**src/rtl/ka_pkg.sv**
```systemverilog
// Shared widths, FSM state encoding and a carry-less reference multiply for the
// 22-bit sequential Karatsuba multiplier.
package ka_pkg;

  localparam int OP_W   = 22;
  localparam int HALF_W = 11;
  localparam int PROD_W = 2 * OP_W - 1;
  localparam int KP_W   = 2 * HALF_W - 1;

  typedef enum logic [2:0] {
    IDLE      = 3'd0,
    MUL_LO    = 3'd1,
    MUL_HI    = 3'd2,
    MUL_MID   = 3'd3,
    MUL_FLUSH = 3'd4,
    DONE      = 3'd5
  } ka_state_e;

  // Schoolbook GF(2)[x] product, for use as a golden reference only.
  function automatic logic [PROD_W-1:0] clmul_ref(input logic [OP_W-1:0] a,
                                                  input logic [OP_W-1:0] b);
    logic [PROD_W-1:0] r;
    r = '0;
    for (int i = 0; i < OP_W; i++) begin
      if (b[i]) r = r ^ ({{(PROD_W-OP_W){1'b0}}, a} << i);
    end
    return r;
  endfunction

endpackage

```
**src/rtl/KA_11bit.sv**
```systemverilog
// Combinational 11x11-bit carry-less Karatsuba multiplier: one level split into
// a 6-bit low half and a 5-bit high half (zero-padded to 6 bits for the mid term).
module KA_11bit (
  input  logic [10:0] a,
  input  logic [10:0] b,
  output logic [20:0] p
);

  function automatic logic [10:0] clmul6(input logic [5:0] x, input logic [5:0] z);
    logic [10:0] r;
    r = '0;
    for (int i = 0; i < 6; i++) begin
      if (z[i]) r = r ^ ({5'b0, x} << i);
    end
    return r;
  endfunction

  logic [5:0]  a_lo, b_lo, a_hi, b_hi;
  logic [10:0] p_lo, p_hi, p_mid;
  logic [20:0] p_lo_ext, p_hi_ext, p_mid_ext;

  assign a_lo = a[5:0];
  assign b_lo = b[5:0];
  assign a_hi = {1'b0, a[10:6]};
  assign b_hi = {1'b0, b[10:6]};

  assign p_lo  = clmul6(a_lo, b_lo);
  assign p_hi  = clmul6(a_hi, b_hi);
  assign p_mid = clmul6(a_lo ^ a_hi, b_lo ^ b_hi);

  assign p_lo_ext  = {10'b0, p_lo};
  assign p_hi_ext  = {10'b0, p_hi};
  assign p_mid_ext = {10'b0, p_mid};

  // The 5-bit high half keeps p_hi within 9 bits, so p_hi<<12 never overflows bit 20.
  assign p = p_lo_ext ^ ((p_lo_ext ^ p_mid_ext ^ p_hi_ext) << 6) ^ (p_hi_ext << 12);

endmodule

```
**src/rtl/ka22_accum.sv**
```systemverilog
// Product accumulator: XOR-folds each 21-bit partial product into a 43-bit acc
// according to which Karatsuba term it is. KA22_OUTREG_EN registers the core
// output first, so every fold lags its multiply state by one cycle.
module ka22_accum
  import ka_pkg::*;
(
  input  logic              clk,
  input  logic              rst,
  input  ka_state_e         state,
  input  logic [KP_W-1:0]   kp,
  input  logic              clear,
  output logic [PROD_W-1:0] acc
);

  ka_state_e         fold_state;
  logic [KP_W-1:0]   fold_kp;
  logic [PROD_W-1:0] kp_ext;
  logic [PROD_W-1:0] fold_term;

`ifdef KA22_OUTREG_EN
  always_ff @(posedge clk or posedge rst) begin
    if (rst) begin
      fold_state <= IDLE;
      fold_kp    <= '0;
    end else begin
      fold_state <= state;
      fold_kp    <= kp;
    end
  end
`else
  always_comb begin
    fold_state = state;
    fold_kp    = kp;
  end
`endif

  // NOTE: every combinational output gets a default before the case, so no path leaves it unassigned and no latch is inferred.
  always_comb begin
    kp_ext    = {{(PROD_W-KP_W){1'b0}}, fold_kp};
    fold_term = '0;
    case (fold_state)
      MUL_LO:  fold_term = kp_ext ^ (kp_ext << HALF_W);
      MUL_HI:  fold_term = (kp_ext << HALF_W) ^ (kp_ext << (2 * HALF_W));
      MUL_MID: fold_term = kp_ext << HALF_W;
      default: fold_term = '0;
    endcase
  end

  // NOTE: state registers use non-blocking assignments so every flop samples pre-edge values.
  always_ff @(posedge clk or posedge rst) begin
    if (rst)        acc <= '0;
    else if (clear) acc <= '0;
    else            acc <= acc ^ fold_term;
  end

endmodule

```
**src/rtl/ka_22bit_seq.sv**
```systemverilog
// Sequential 22x22-bit carry-less Karatsuba multiplier sharing one KA_11bit over
// three cycles. Define KA22_OUTREG_EN to register the core output (one extra cycle).
module ka_22bit_seq
  import ka_pkg::*;
(
  input  logic              clk,
  input  logic              rst,
  input  logic              in_valid,
  output logic              in_ready,
  input  logic [OP_W-1:0]   a,
  input  logic [OP_W-1:0]   b,
  output logic              out_valid,
  input  logic              out_ready,
  output logic [PROD_W-1:0] y
);

  ka_state_e         state, state_next;
  logic [OP_W-1:0]   a_q, b_q;
  logic [HALF_W-1:0] ka_a, ka_b;
  logic [KP_W-1:0]   kp;
  logic [PROD_W-1:0] acc;
  logic              accept;

  assign in_ready  = (state == IDLE);
  assign out_valid = (state == DONE);
  assign accept    = in_valid && in_ready;
  // Gating by DONE guarantees a partially folded acc is never visible.
  assign y         = out_valid ? acc : '0;

  always_ff @(posedge clk or posedge rst) begin
    if (rst) state <= IDLE;
    else     state <= state_next;
  end

  // NOTE: the operand registers are plain flops, so they are reset along with the control state.
  always_ff @(posedge clk or posedge rst) begin
    if (rst) begin
      a_q <= '0;
      b_q <= '0;
    end else if (accept) begin
      a_q <= a;
      b_q <= b;
    end
  end

  always_comb begin
    state_next = state;
    case (state)
      IDLE:      if (accept) state_next = MUL_LO;
      MUL_LO:    state_next = MUL_HI;
      MUL_HI:    state_next = MUL_MID;
`ifdef KA22_OUTREG_EN
      MUL_MID:   state_next = MUL_FLUSH;
      MUL_FLUSH: state_next = DONE;
`else
      MUL_MID:   state_next = DONE;
`endif
      DONE:      if (out_ready) state_next = IDLE;
      default:   state_next = IDLE;
    endcase
  end

  // Operands are zero outside the multiply states to keep the core from toggling.
  always_comb begin
    ka_a = '0;
    ka_b = '0;
    case (state)
      MUL_LO: begin
        ka_a = a_q[HALF_W-1:0];
        ka_b = b_q[HALF_W-1:0];
      end
      MUL_HI: begin
        ka_a = a_q[OP_W-1:HALF_W];
        ka_b = b_q[OP_W-1:HALF_W];
      end
      MUL_MID: begin
        ka_a = a_q[HALF_W-1:0] ^ a_q[OP_W-1:HALF_W];
        ka_b = b_q[HALF_W-1:0] ^ b_q[OP_W-1:HALF_W];
      end
      default: begin
        ka_a = '0;
        ka_b = '0;
      end
    endcase
  end

  KA_11bit u_ka (
    .a (ka_a),
    .b (ka_b),
    .p (kp)
  );

  ka22_accum u_accum (
    .clk   (clk),
    .rst   (rst),
    .state (state),
    .kp    (kp),
    .clear (accept),
    .acc   (acc)
  );

endmodule
```
**config.mk**
```make
export PLATFORM = sky130hd
export DESIGN_NAME = ka_22bit_seq
export DESIGN_NICKNAME = d
export VERILOG_FILES = /design/src/rtl/ka_pkg.sv /design/src/rtl/KA_11bit.sv /design/src/rtl/ka22_accum.sv /design/src/rtl/ka_22bit_seq.sv
export SDC_FILE = /design/constraint.sdc
export NUM_CORES = 1
export LEC_CHECK = 0
export CAP_MARGIN = 20
export CORE_AREA = 2 2 156 158
export CTS_CLUSTER_DIAMETER = 120
export CTS_CLUSTER_SIZE = 20
export DETAILED_ROUTE_END_ITERATION = 12
export DIE_AREA = 0 0 158 160
export PLACE_DENSITY = 0.55
export SLEW_MARGIN = 10
export SYNTH_ARGS = -nofsm -noshare
export SYNTH_HDL_FRONTEND = slang
export SYNTH_HIERARCHICAL = 1
export SYNTH_SLANG_ARGS = --single-unit
```
**constraint.sdc**
```tcl
create_clock -name clk -period 3.5 [get_ports clk]
set_input_delay 0.875 -clock clk [delete_from_list [all_inputs] [get_ports clk]]
set_output_delay 0.875 -clock clk [all_outputs]
set_load 0.005 [all_outputs]
```
* Word level (Yosys, flattened, before mapping)
Cells that the tools add are included.
Storage, ports and cells: bits in registers 90, bits of input ports 48, output and inout bits 45, word-level logic and storage cells 63
Operators by class: equality and inequality tests 6, multiplexer cells 25, bitwise operators 25, reduce and logical (&&, ||, !) cells 3
Operators with widths (count):
- 11-bit two-way mux | 14
- 43-bit one-hot mux with 3 select lines | 1
- 43-bit two-way mux | 2
- 11-bit one-hot mux with 3 select lines | 2
- 11-bit bitwise XOR | 6
- 32-bit by 43-bit bitwise XOR with 43-bit output | 1
- 43-bit bitwise XOR | 1
- 11-bit by 7-bit bitwise XOR with 11-bit output | 3
- 11-bit by 8-bit bitwise XOR with 11-bit output | 3
- 11-bit by 9-bit bitwise XOR with 11-bit output | 3
- 21-bit by 32-bit bitwise XOR with 32-bit output | 1
- 11-bit by 10-bit bitwise XOR with 11-bit output | 2
- 11-bit by 21-bit bitwise XOR with 21-bit output | 1
- 21-bit bitwise XOR | 1
- 3-bit one-hot mux with 5 select lines | 1
- 6-bit two-way mux | 2
- 6-bit by 5-bit bitwise XOR with 6-bit output | 2
- 11-bit by 6-bit bitwise XOR with 11-bit output | 1
- 3-bit by 2-bit equality test with 1-bit output, second input constant | 2
- 3-bit two-way mux | 2
- 5-bit two-way mux | 1
- 2-bit by 1-bit inequality test with 1-bit output, second input constant | 2
- 3-bit by 1-bit equality test with 1-bit output, second input constant | 1
- 3-bit equality test, second input constant | 1
- 3 further kinds | 3

* Depth between registers and ports, before layout
Gate-level depths: netlist of the first run.
depth after elaboration 22, gate-level depth with buffers 16, gate-level depth less buffers 13

* Cells and area by module
Netlist of the first run, hierarchy kept.
By module, submodules not included:
- ka_22bit_seq | times used 1, cells an instance 253, area each 2771.4 µm², seq. area each 1176.1 µm²
- ka22_accum | times used 1, cells an instance 265, area each 2453.6 µm², seq. area each 1076.0 µm²
- KA_11bit | times used 1, cells an instance 222, area each 1555.2 µm², seq. area each 0.0 µm²

* Worst setup path after synthesis of the first run
Ideal clock, no wire load.
path kind reg2reg, from register state[1], to register u_accum.acc[13], library setup time 125 ps, data arrival time 3155 ps, setup slack 220 ps, cell stages (with the launch flop) 16, buffers on the path 2, period minus slack after synthesis 3280 ps, path through dfrtp_1 buf_2 buf_2 nand2_1 xnor2_1 nor2_1 nand2_1 xor2_1 xor2_1 xnor2_1 xnor2_1 xnor2_1 nor2b_1 o21ai_0 a21oi_1 mux2_2
On the way: elaborated cells on any way between the ends 47, classes of those cells eq/ne (3); mux (20); bitwise (22); reduce/logical (2)
RTL lines:
- start, declared | line ka_22bit_seq.sv:17 | ka_state_e state, state_next;
- start signal, assigned | line ka_22bit_seq.sv:32 | else state <= state_next;
- 3-bit by 2-bit equality test with 1-bit output / 3-bit by 1-bit equality test with 1-bit output (equally long branches) | line ka_22bit_seq.sv:67 | case (state)
- 11-bit one-hot mux with 3 select lines (*) | line ka_22bit_seq.sv:67
- via ka_a[9] | line ka_22bit_seq.sv:19 | logic [HALF_W-1:0] ka_a, ka_b;
- 6-bit by 5-bit bitwise XOR with 6-bit output | line KA_11bit.sv:29 | assign p_mid = clmul6(a_lo ^ a_hi, b_lo ^ b_hi);
- 11-bit by 10-bit bitwise XOR with 11-bit output | line KA_11bit.sv:13 | if (z[i]) r = r ^ ({5'b0, x} << i);
- 11-bit two-way mux | line KA_11bit.sv:13
- 11-bit bitwise XOR | line KA_11bit.sv:13
- 11-bit two-way mux | line KA_11bit.sv:13
- 11-bit bitwise XOR | line KA_11bit.sv:36 | assign p = p_lo_ext ^ ((p_lo_ext ^ p_mid_ext ^ p_hi_ext) << 6) ^ (p_hi_ext << 12);
- 11-bit bitwise XOR (*) | line KA_11bit.sv:36
- 11-bit by 21-bit bitwise XOR with 21-bit output (*) | line KA_11bit.sv:36
- 21-bit bitwise XOR (*) | line KA_11bit.sv:36
- via kp[13] | line ka_22bit_seq.sv:20 | logic [KP_W-1:0] kp;
- 21-bit by 32-bit bitwise XOR with 32-bit output (*) | line ka22_accum.sv:42 | MUL_LO: fold_term = kp_ext ^ (kp_ext << HALF_W);
- 43-bit one-hot mux with 3 select lines (*) | line ka22_accum.sv:41 | case (fold_state)
- 43-bit bitwise XOR (*) | line ka22_accum.sv:53 | else acc <= acc ^ fold_term;
- 43-bit two-way mux (*) | line ka22_accum.sv:52 | else if (clear) acc <= '0;
- end signal, assigned | line ka22_accum.sv:53
- end, declared | line ka22_accum.sv:12 | output logic [PROD_W-1:0] acc
The timed path passes the listed nets; every way through them passes the cells marked *. A chain may end at the register's enable or synchronous reset.

* Worst setup path in the final report of the first run
from register state[0], to output port y[42]
On the way: cells in the longest elaborated chain, start to end 2
Ends and longest elaborated chain:
- 3-bit equality test | line ka_22bit_seq.sv:25 | assign out_valid = (state == DONE);
- 43-bit two-way mux | line ka_22bit_seq.sv:28 | assign y = out_valid ? acc : '0;
- end, declared | line ka_22bit_seq.sv:14 | output logic [PROD_W-1:0] y
No other way between the ends.

==> results of run 1 <==
## placed cells by master, fill, tap and decap left out, types with 2 or more instances in the layout
| cell | count |
|---|---|
| buf_4 | 43 |
| o21ai_0 | 11 |
| buf_12 | 4 |
| nor3b_2 | 3 |
| nand2_1 | 155 |
| mux2_4 | 39 |
| nor2_2 | 2 |
| nand3b_1 | 19 |
| clkdlybuf4s50_1 | 92 |
| nor2_1 | 81 |
| xor2_1 | 46 |
| inv_1 | 2 |
| and2_1 | 45 |
| mux2_1 | 6 |
| a31oi_1 | 9 |
| nor2b_1 | 24 |
| a21oi_1 | 12 |
| inv_6 | 2 |
| xor2_2 | 4 |
| dfrtp_1 | 89 |
| xnor2_1 | 100 |
| nand4bb_1 | 10 |
| mux2_2 | 10 |
| xnor2_2 | 11 |
| clkinvlp_4 | 3 |
| clkbuf_16 | 9 |
## through the flow
| step | hold slack (ps) | cell area (um2) |
|---|---|---|
| 2_1_floorplan | 481 | 6780 |
| 6_report | 513 | 8440 |
| 3_3_place_gp | 497 | 8140 |
| 3_5_place_dp | 501 | 8140 |
| 4_1_cts | 520 | 8420 |
| 5_1_grt | 527 | 8440 |
## final timing paths
| kind | to | from | cells past startpoint | slack, ps |
|---|---|---|---|---|
| max | y[42] | state[0] | 7 | 210 |
| min | b_q[20] | b_q[20] | 1 | 510 |
| max reg2reg | u_accum/acc[26] | state[1] | 14 | 250 |
| min reg2reg | b_q[20] | b_q[20] | 1 | 510 |
| max in group asynchronous | a_q[20] | rst | 3 | 1980 |
| min in group asynchronous | state[0] | rst | 2 | 940 |
## worst register-to-register path, delay by kind of cell, from the launching register on
kind | cells | cell delay, ps
AOI/OAI and AO/OA | 1 | 240
and+or+nand+nor | 5 | 710
DFF | 1 | 580
xor gates and xnor gates | 6 | 1220
buffers and inverters | 2 | 380
## registers in the layout, summed over array words and instances, names as in the netlist
register	cells
a_q	22
b_q	22
state	3
u_accum/acc	43
## area by class of cell
class | instances | area, um2
multi-input cells | 593 | 4150
inverters | 3 | 11.3
repair buffers | 140 | 1340
flip-flops and latches | 90 | 2260
fillers | 2520 | 15400
clock buffers | 10 | 229
clock inverters | 6 | 48.8
well taps | 324 | 405
## routing by layer
metal,global-route usage (%),vias up,wire length (um)
met5,0,-,0
met4,3.19,0,164
met3,2.47,10,554
met2,19.9,95,7280
met1,18.7,2323,7910
li1,-,2535,-
## kinds of logic (layout without fill, tap and decap cells)
logic type	after synthesis	count (layout)	synth area share (%)
simple gates	343	343	24.6
xor+xnor	161	161	22.3
flops	90	90	33.2
buf+inv	57	159	5.76
mux	56	56	11.4
compound gates	33	33	2.66
==> results.toml, run 1 <==
[status]
status = "finished clean"

[global_route]
antenna_found_initial = 0
grt_overflow = 0
first_global_vias = 4734
grt_pass1_wl_um = 25600
grt_max_degree = 55
grt_use_total_pct = 12.9

[drt]
ant_nets = 0
viasPerCell = 4.26
drcViolationCount = 0
drt_iter0_drc = 220
drt_wl_total_um = 15900
avgRoutedWirePerCell_um = 13.7
via_count = 4963
firstDrtPassIters = 4

[worst_setup_path]
path_delay_family = "buffers and inverters"
critPathMostFrequentCell = "buf_12"
cp-end-kind = "output pin"
critPathRequiredTime_ps = 2620
cp_slowest_stage_delay_ps = 500
worst_path_max_delay_cell = "clkdlybuf4s50_1"
crit_chain = "buf_12 > buf_6 > nand2_1 > nor2_2 > buf_12 > and2_1 > clkdlybuf4s50_1"
worstSetupStartpointType = "register"
cp_num_buf_inv = 4
path_class = "register to output pin"
crit_arrival_ps = 2420
worst-path-max-fanout = 43

[sta]
slew_headroom_pct = 52.6
finClkSkew_ps = 14.8
layout_setup_ws_ps = 208
clock.fmax_ghz = 0.304
tns_ps = 0
hold_violations = 0
tightestPinTransition_ps = 710
period_minus_slack_ps = 3290
setup_viol = 0
rsz0062_at_grt = "false"
slew_violations = 0
finalCritPeriodShare_pct = 94.0

[logic_synthesis]
synth_seq_cells = 90
synthMostInstantiatedCell = "nand2_1"
ys.flop_type = "dfrtp_1"
synthDominantCellAreaShare_pct = 33.2
syn-num-nets = 788
ys_top_cells_by_area = "dfrtp_1 33%, xnor2_1 13%, mux2_4 8.6%, nand2_1 8.6%, xor2_1 5.9%"
seq_area_frac_synth_pct = 33.2
yosys-top-cells-count = "155 x nand2_1, 101 x xnor2_1, 90 x dfrtp_1"
async_reset_ff_share_pct = 100
synth_top_cell_by_area = "dfrtp_1"
avgSynthCellArea_um2 = 9.16
yosys_warnings = 6
postSynthCellCount = 740
synth_area_um2 = 6780
synth_cell_types = 31
synth_edf_count = 0

[placed_design]
placed_cells = 1150
gp_congestion = 0.844
pre_cts_slack_ps = 95.5
portBuffers = 92
dp_hpwl_um = 11900

[die]
die_w_um = 158
die_h_um = 160
core_um2 = 23800
rows = 57
io_pins = 93
start_util_pct = 28.5
die-area_um2 = 25300

[clocking]
htreeDepth = 3
clock-sinks = 90
numCtsBuffers = 9
cts_tree = "yes"
postCtsHoldBufs = 0
clockBufferDepth = 2
path_clk_slew_ps = 70
cts_setup_buffers = 0
cts_root_buf = "clkbuf_16"
clk_latency_ps = 360
post_cts_resized = 0

[job]
cap_violations = 0

[layout]
fin_util_pct = 35.4
nNetsFinal = 885
final_cell_count_no_fill = 1166
drive_above_1_share_pct = 16.3
area_delta_synth_final_pct = 24.4
n_antenna_cell = 0

[worst_hold_path]
hold_path.class = "register to register"
Power of run 1 is left out: the tool's default activity adds up to more than one toggle a clock period on the data nets, which glitch-free logic cannot reach.
==> run 2, diff against run 1 <==
--- a/config.mk
+++ b/config.mk
@@ -8,9 +8,9 @@
 export CAP_MARGIN = 20
 export CORE_AREA = 2 2 156 158
 export CTS_CLUSTER_DIAMETER = 120
-export CTS_CLUSTER_SIZE = 20
 export DETAILED_ROUTE_END_ITERATION = 12
 export DIE_AREA = 0 0 158 160
+export MAX_ROUTING_LAYER = met4
 export PLACE_DENSITY = 0.55
 export SLEW_MARGIN = 10
 export SYNTH_ARGS = -nofsm -noshare
==> run 2 against run 1 <==
Sequential cell count did not move. Register-to-register slack got worse by 20 ps. Non-clock buffer count stayed put. Critical path depth unchanged. Via count hardly changed. Clock skew decreased by 0.62 ps. First-iteration DRC count increased by 9.1%. Routed wire length hardly changed. Final area unchanged. Sequential share of layout area stayed put. Final cell count stayed put. Largest cell class unchanged. Highest routed layer unchanged.
==> results.toml, run 2 (synthesis gave the netlist of run 1 again) <==
[die]
start_util_pct = 28.5
rows = 57
die-area_um2 = 25300
die_w_um = 158
core_um2 = 23800
die_h_um = 160
io_pins = 93

[layout]
regArea_um2 = 2260
fin_util_pct = 35.4
drive_above_1_share_pct = 16.3
n_antenna_cell = 0
largest_registers = "u_accum/acc x43, a_q x22, b_q x22"
largest_reg_flops = 43
multi_input_comb_area_um2 = 4150
area_delta_synth_final_pct = 24.4
layout_commonest_cell = "nand2_1"
n_fill_cell = 2520
most-common-layout-cells = "155 x nand2_1, 100 x xnor2_1, 92 x clkdlybuf4s50_1, 89 x dfrtp_1, 81 x nor2_1"
nNetsFinal = 885
largest-register = "u_accum/acc"

[drt]
ant_nets = 0
avgRoutedWirePerCell_um = 13.6
drcViolationCount = 0
viasPerCell = 4.25
drt_iter0_drc = 240
drt_wl_total_um = 15900
firstDrtPassIters = 4
via_count = 4959

[worst_setup_path]
worst-path-max-fanout = 43
crit_chain = "buf_12 > buf_6 > nand2_1 > nor2_2 > buf_12 > and2_1 > clkdlybuf4s50_1"
reg2reg_slack_ps = 230
startpoint = "state[0]"
cp-end-kind = "output pin"
critPathRequiredTime_ps = 2620
crit_arrival_ps = 2420
worstSetupStartpointType = "register"
path_class = "register to output pin"
timing.rr.start = "state[1]"
cp_slowest_stage_delay_ps = 500
critPathMostFrequentCell = "buf_12"
worst_path_max_delay_cell = "clkdlybuf4s50_1"

[clocking]
cts_root_buf = "clkbuf_16"
cts_setup_buffers = 0
numCtsBuffers = 9
htreeDepth = 3
path_clk_slew_ps = 70
clock-sinks = 90
clockBufferDepth = 2
cts_tree = "yes"
clk_latency_ps = 360

[status]
status = "finished clean"

[sta]
hold_violations = 0
finalCritPeriodShare_pct = 94.3
period_minus_slack_ps = 3300
slew_violations = 0
clock.fmax_ghz = 0.303
rsz0062_at_grt = "false"
setup_viol = 0
finClkSkew_ps = 14.1
slew_headroom_pct = 50.1
tightestPinTransition_ps = 746
tns_ps = 0

[job]
cap_violations = 0

[worst_hold_path]
min_from = "b_q[20]"
hold_path.class = "register to register"

[placed_design]
dp_hpwl_um = 11900
portBuffers = 92
gp_congestion = 0.858

[global_route]
grt_max_degree = 55
antenna_found_initial = 0
grt_overflow = 0
first_global_vias = 4728
grt_use_total_pct = 13.3
grt_pass1_wl_um = 25700
-- run 2: cell counts in the layout (fill, tap and decap cells not counted) --
No cell type changed its count.
-- run 2: layer usage --
| metal | GRT usage [%] | wire length, um | vias up |
|---|---|---|---|
| li1 | - | - | 2533 |
| met1 | 18.8 | 7900 | 2318 |
| met2 | 19.8 | 7240 | 93 |
| met3 | 2.28 | 569 | 15 |
| met4 | 3.32 | 186 | 0 |
| met5 | - | 0 | - |
-- run 2: area by class of cell --
cell class | instances | area share [%]
inverters | 3 | 0.133
well taps | 324 | 4.81
clock buffers | 10 | 2.71
multi-input cells | 593 | 49.2
repair buffers | 140 | 15.8
clock inverters | 6 | 0.578
flip-flops and latches | 90 | 26.7
-- run 2: what timing repair did --
action                     in CTS  in global routing
hold buffers                    0                  0
gates resized for setup         0                  4
setup endpoints to repair       0                 53
-- run 2: final timing paths --
path / endpoint / cells past startpoint
worst max-delay path: y[42] / 7
worst min-delay path: b_q[20] / 1
worst max register to register: u_accum/acc[26] / 14
worst min register to register: b_q[20] / 1
max in group asynchronous: a_q[20] / 3
min in group asynchronous: state[0] / 2
-- run 2: critical path: cells and delay by family, from the launching register on --
family        cells  cell delay, ps
simple gates      3             530
flops             1             370
buf+inv           4            1150
-- run 2: per-stage QoR --
step           cells  area (um2)  hold slack, ps  worst slack, ps
2_1_floorplan    740        6780             481              220
3_3_place_gp    1150        8140             497              218
3_5_place_dp    1150        8140             501             95.5
4_1_cts         1166        8420             520             59.2
5_1_grt         1166        8440             527             2.74
6_report        1166        8440             513              201
Power of run 2 is left out for the same reason.
==> run 3, diff against run 2 <==
--- a/config.mk
+++ b/config.mk
@@ -6,12 +6,13 @@
 export NUM_CORES = 1
 export LEC_CHECK = 0
 export CAP_MARGIN = 20
-export CORE_AREA = 2 2 156 158
+export CORE_AREA = 3 3 157 159
 export CTS_CLUSTER_DIAMETER = 120
 export DETAILED_ROUTE_END_ITERATION = 12
-export DIE_AREA = 0 0 158 160
+export DIE_AREA = 0 0 160 162
+export HOLD_SLACK_MARGIN = 0.02
 export MAX_ROUTING_LAYER = met4
-export PLACE_DENSITY = 0.55
+export PLACE_DENSITY_LB_ADDON = 0.25
 export SLEW_MARGIN = 10
 export SYNTH_ARGS = -nofsm -noshare
 export SYNTH_HDL_FRONTEND = slang
==> run 3 against run 2 <==
Die area grew 2.5%. Global-route usage grew 0.11 points. Utilization grew 0.93 points. Routed wire length grew 4.1%. First-iteration DRC count shrank 15%. Register-to-register slack gained 30 ps. Non-clock buffer count grew 7. Final area grew 0.83%. Worst setup slack gained 57 ps. Largest cell class unchanged. Highest routed layer unchanged.
==> results.toml, run 3 (synthesis gave the netlist of run 1 again) <==
[worst_setup_path]
worst-path-max-fanout = 26
path_class = "register to register"
worstSetupStartpointType = "register"
cp-end-kind = "register"
critPathRequiredTime_ps = 3730
crit_arrival_ps = 3470

[sta]
hold_violations = 0
clock.fmax_ghz = 0.308
holdWs_ps = 514
rsz0062_at_grt = "false"
slew_headroom_pct = 43.7
setup_viol = 0
slew_violations = 0
tightestPinTransition_ps = 843
layout_setup_ws_ps = 258
finClkSkew_ps = 9.52
finalCritPeriodShare_pct = 92.6
period_minus_slack_ps = 3240

[clocking]
path_clk_slew_ps = 70
cts_tree = "yes"
cts_root_buf = "clkbuf_16"
numCtsBuffers = 9
htreeDepth = 3
clk_latency_ps = 350
clockBufferDepth = 2
clock-sinks = 90
postCtsHoldBufs = 0

[layout]
layout_commonest_cell = "nand2_1"
drive_above_1_share_pct = 17.2
largest-register = "u_accum/acc"
regArea_um2 = 2260
n_fill_cell = 2446
most-common-layout-cells = "155 x nand2_1, 99 x xnor2_1, 92 x clkdlybuf4s50_1, 89 x dfrtp_1, 81 x nor2_1"
largest_reg_flops = 43
area_delta_synth_final_pct = 25.4
largest_registers = "u_accum/acc x43, a_q x22, b_q x22"
n_antenna_cell = 0
multi_input_comb_area_um2 = 4160
nNetsFinal = 892

[die]
core_um2 = 23400
die_w_um = 160
start_util_pct = 29.0
die-area_um2 = 25900
io_pins = 93
rows = 56
die_h_um = 162

[drt]
viasPerCell = 4.29
ant_nets = 0
via_count = 5009
drcViolationCount = 0
firstDrtPassIters = 5
drt_iter0_drc = 203
drt_wl_total_um = 16600
avgRoutedWirePerCell_um = 14.2

[placed_design]
portBuffers = 92
dp_hpwl_um = 12500
gp_congestion = 0.902
pre_cts_slack_ps = -14.3

[job]
cap_violations = 0

[global_route]
antenna_found_initial = 0
grt_max_degree = 45
first_global_vias = 5004
grt_overflow = 0
grt_use_total_pct = 13.4
grt_pass1_wl_um = 27200

[status]
status = "finished clean"

[worst_hold_path]
hold_path.class = "register to register"
run 3: cell types whose count changed in the layout (fill, tap and decap cells not counted), sizes merged:
cell      before  now
inv            5    7
clkbuf        10    9
bufinv         0    1
clkinv         1    0
buf           48   55
clkinvlp       3    2
run 3: what timing repair did:
| item | 4_1_cts | 5_1_grt |
|---|---|---|
| hold endpoints to repair | 0 | 0 |
| setup buffers | 0 | 0 |
| resized for setup | 1 | 3 |
| setup endpoints to repair | 2 | 5 |
run 3: critical path: stages, from the launching register on:
cell and delay, ps:
dfrtp_4 610, nand2_1 110, xnor2_1 140, nor2_1 220, buf_4 200, nand2_1 70
xor2_1 150, xnor2_1 130, xnor2_1 330, xnor2_1 170, xnor2_2 300, nand4bb_1 140
a21oi_1 200, mux2_1 340
run 3: metal layers:
| layer | part of all wire (%) | track usage, % | wire length [um] |
|---|---|---|---|
| met1 | 50 | 18.5 | 8350 |
| met2 | 44 | 20.2 | 7230 |
| met3 | 4.0 | 2.30 | 660 |
| met4 | 1.9 | 4.02 | 318 |
| met5 | 0 | - | 0 |
run 3: layout make-up:
class | instances | share of cell area [%]
multi-input combinational | 593 | 48.9
sequential | 90 | 26.5
inverter | 3 | 0.132
timing repair buffer | 147 | 16.1
tap | 319 | 4.69
clock buffer | 9 | 2.65
clock inverter | 7 | 1.00
run 3: through the flow:
stage,instances,utilization [%],area (um2),setup TNS [ps]
after CTS,1168,36.3,8490,0
after detailed placement,1152,34.9,8180,-14.3
after global placement,1152,34.9,8180,-49.7
after global routing,1168,36.3,8510,0
after floorplan,740,-,6780,0
final,1168,36.3,8510,0
run 3: final timing paths:
check                      slack (ps)  depth (start not counted)         endpoint      from
setup / recovery                  260                         13  u_accum/acc[30]  state[1]
hold / removal                    510                          1           b_q[9]    b_q[9]
setup reg to reg                  260                         13  u_accum/acc[30]  state[1]
hold reg to reg                   510                          1           b_q[9]    b_q[9]
max in group asynchronous        1970                          3          a_q[11]       rst
min in group asynchronous         950                          2          b_q[11]       rst
Power of run 3 is left out for the same reason.
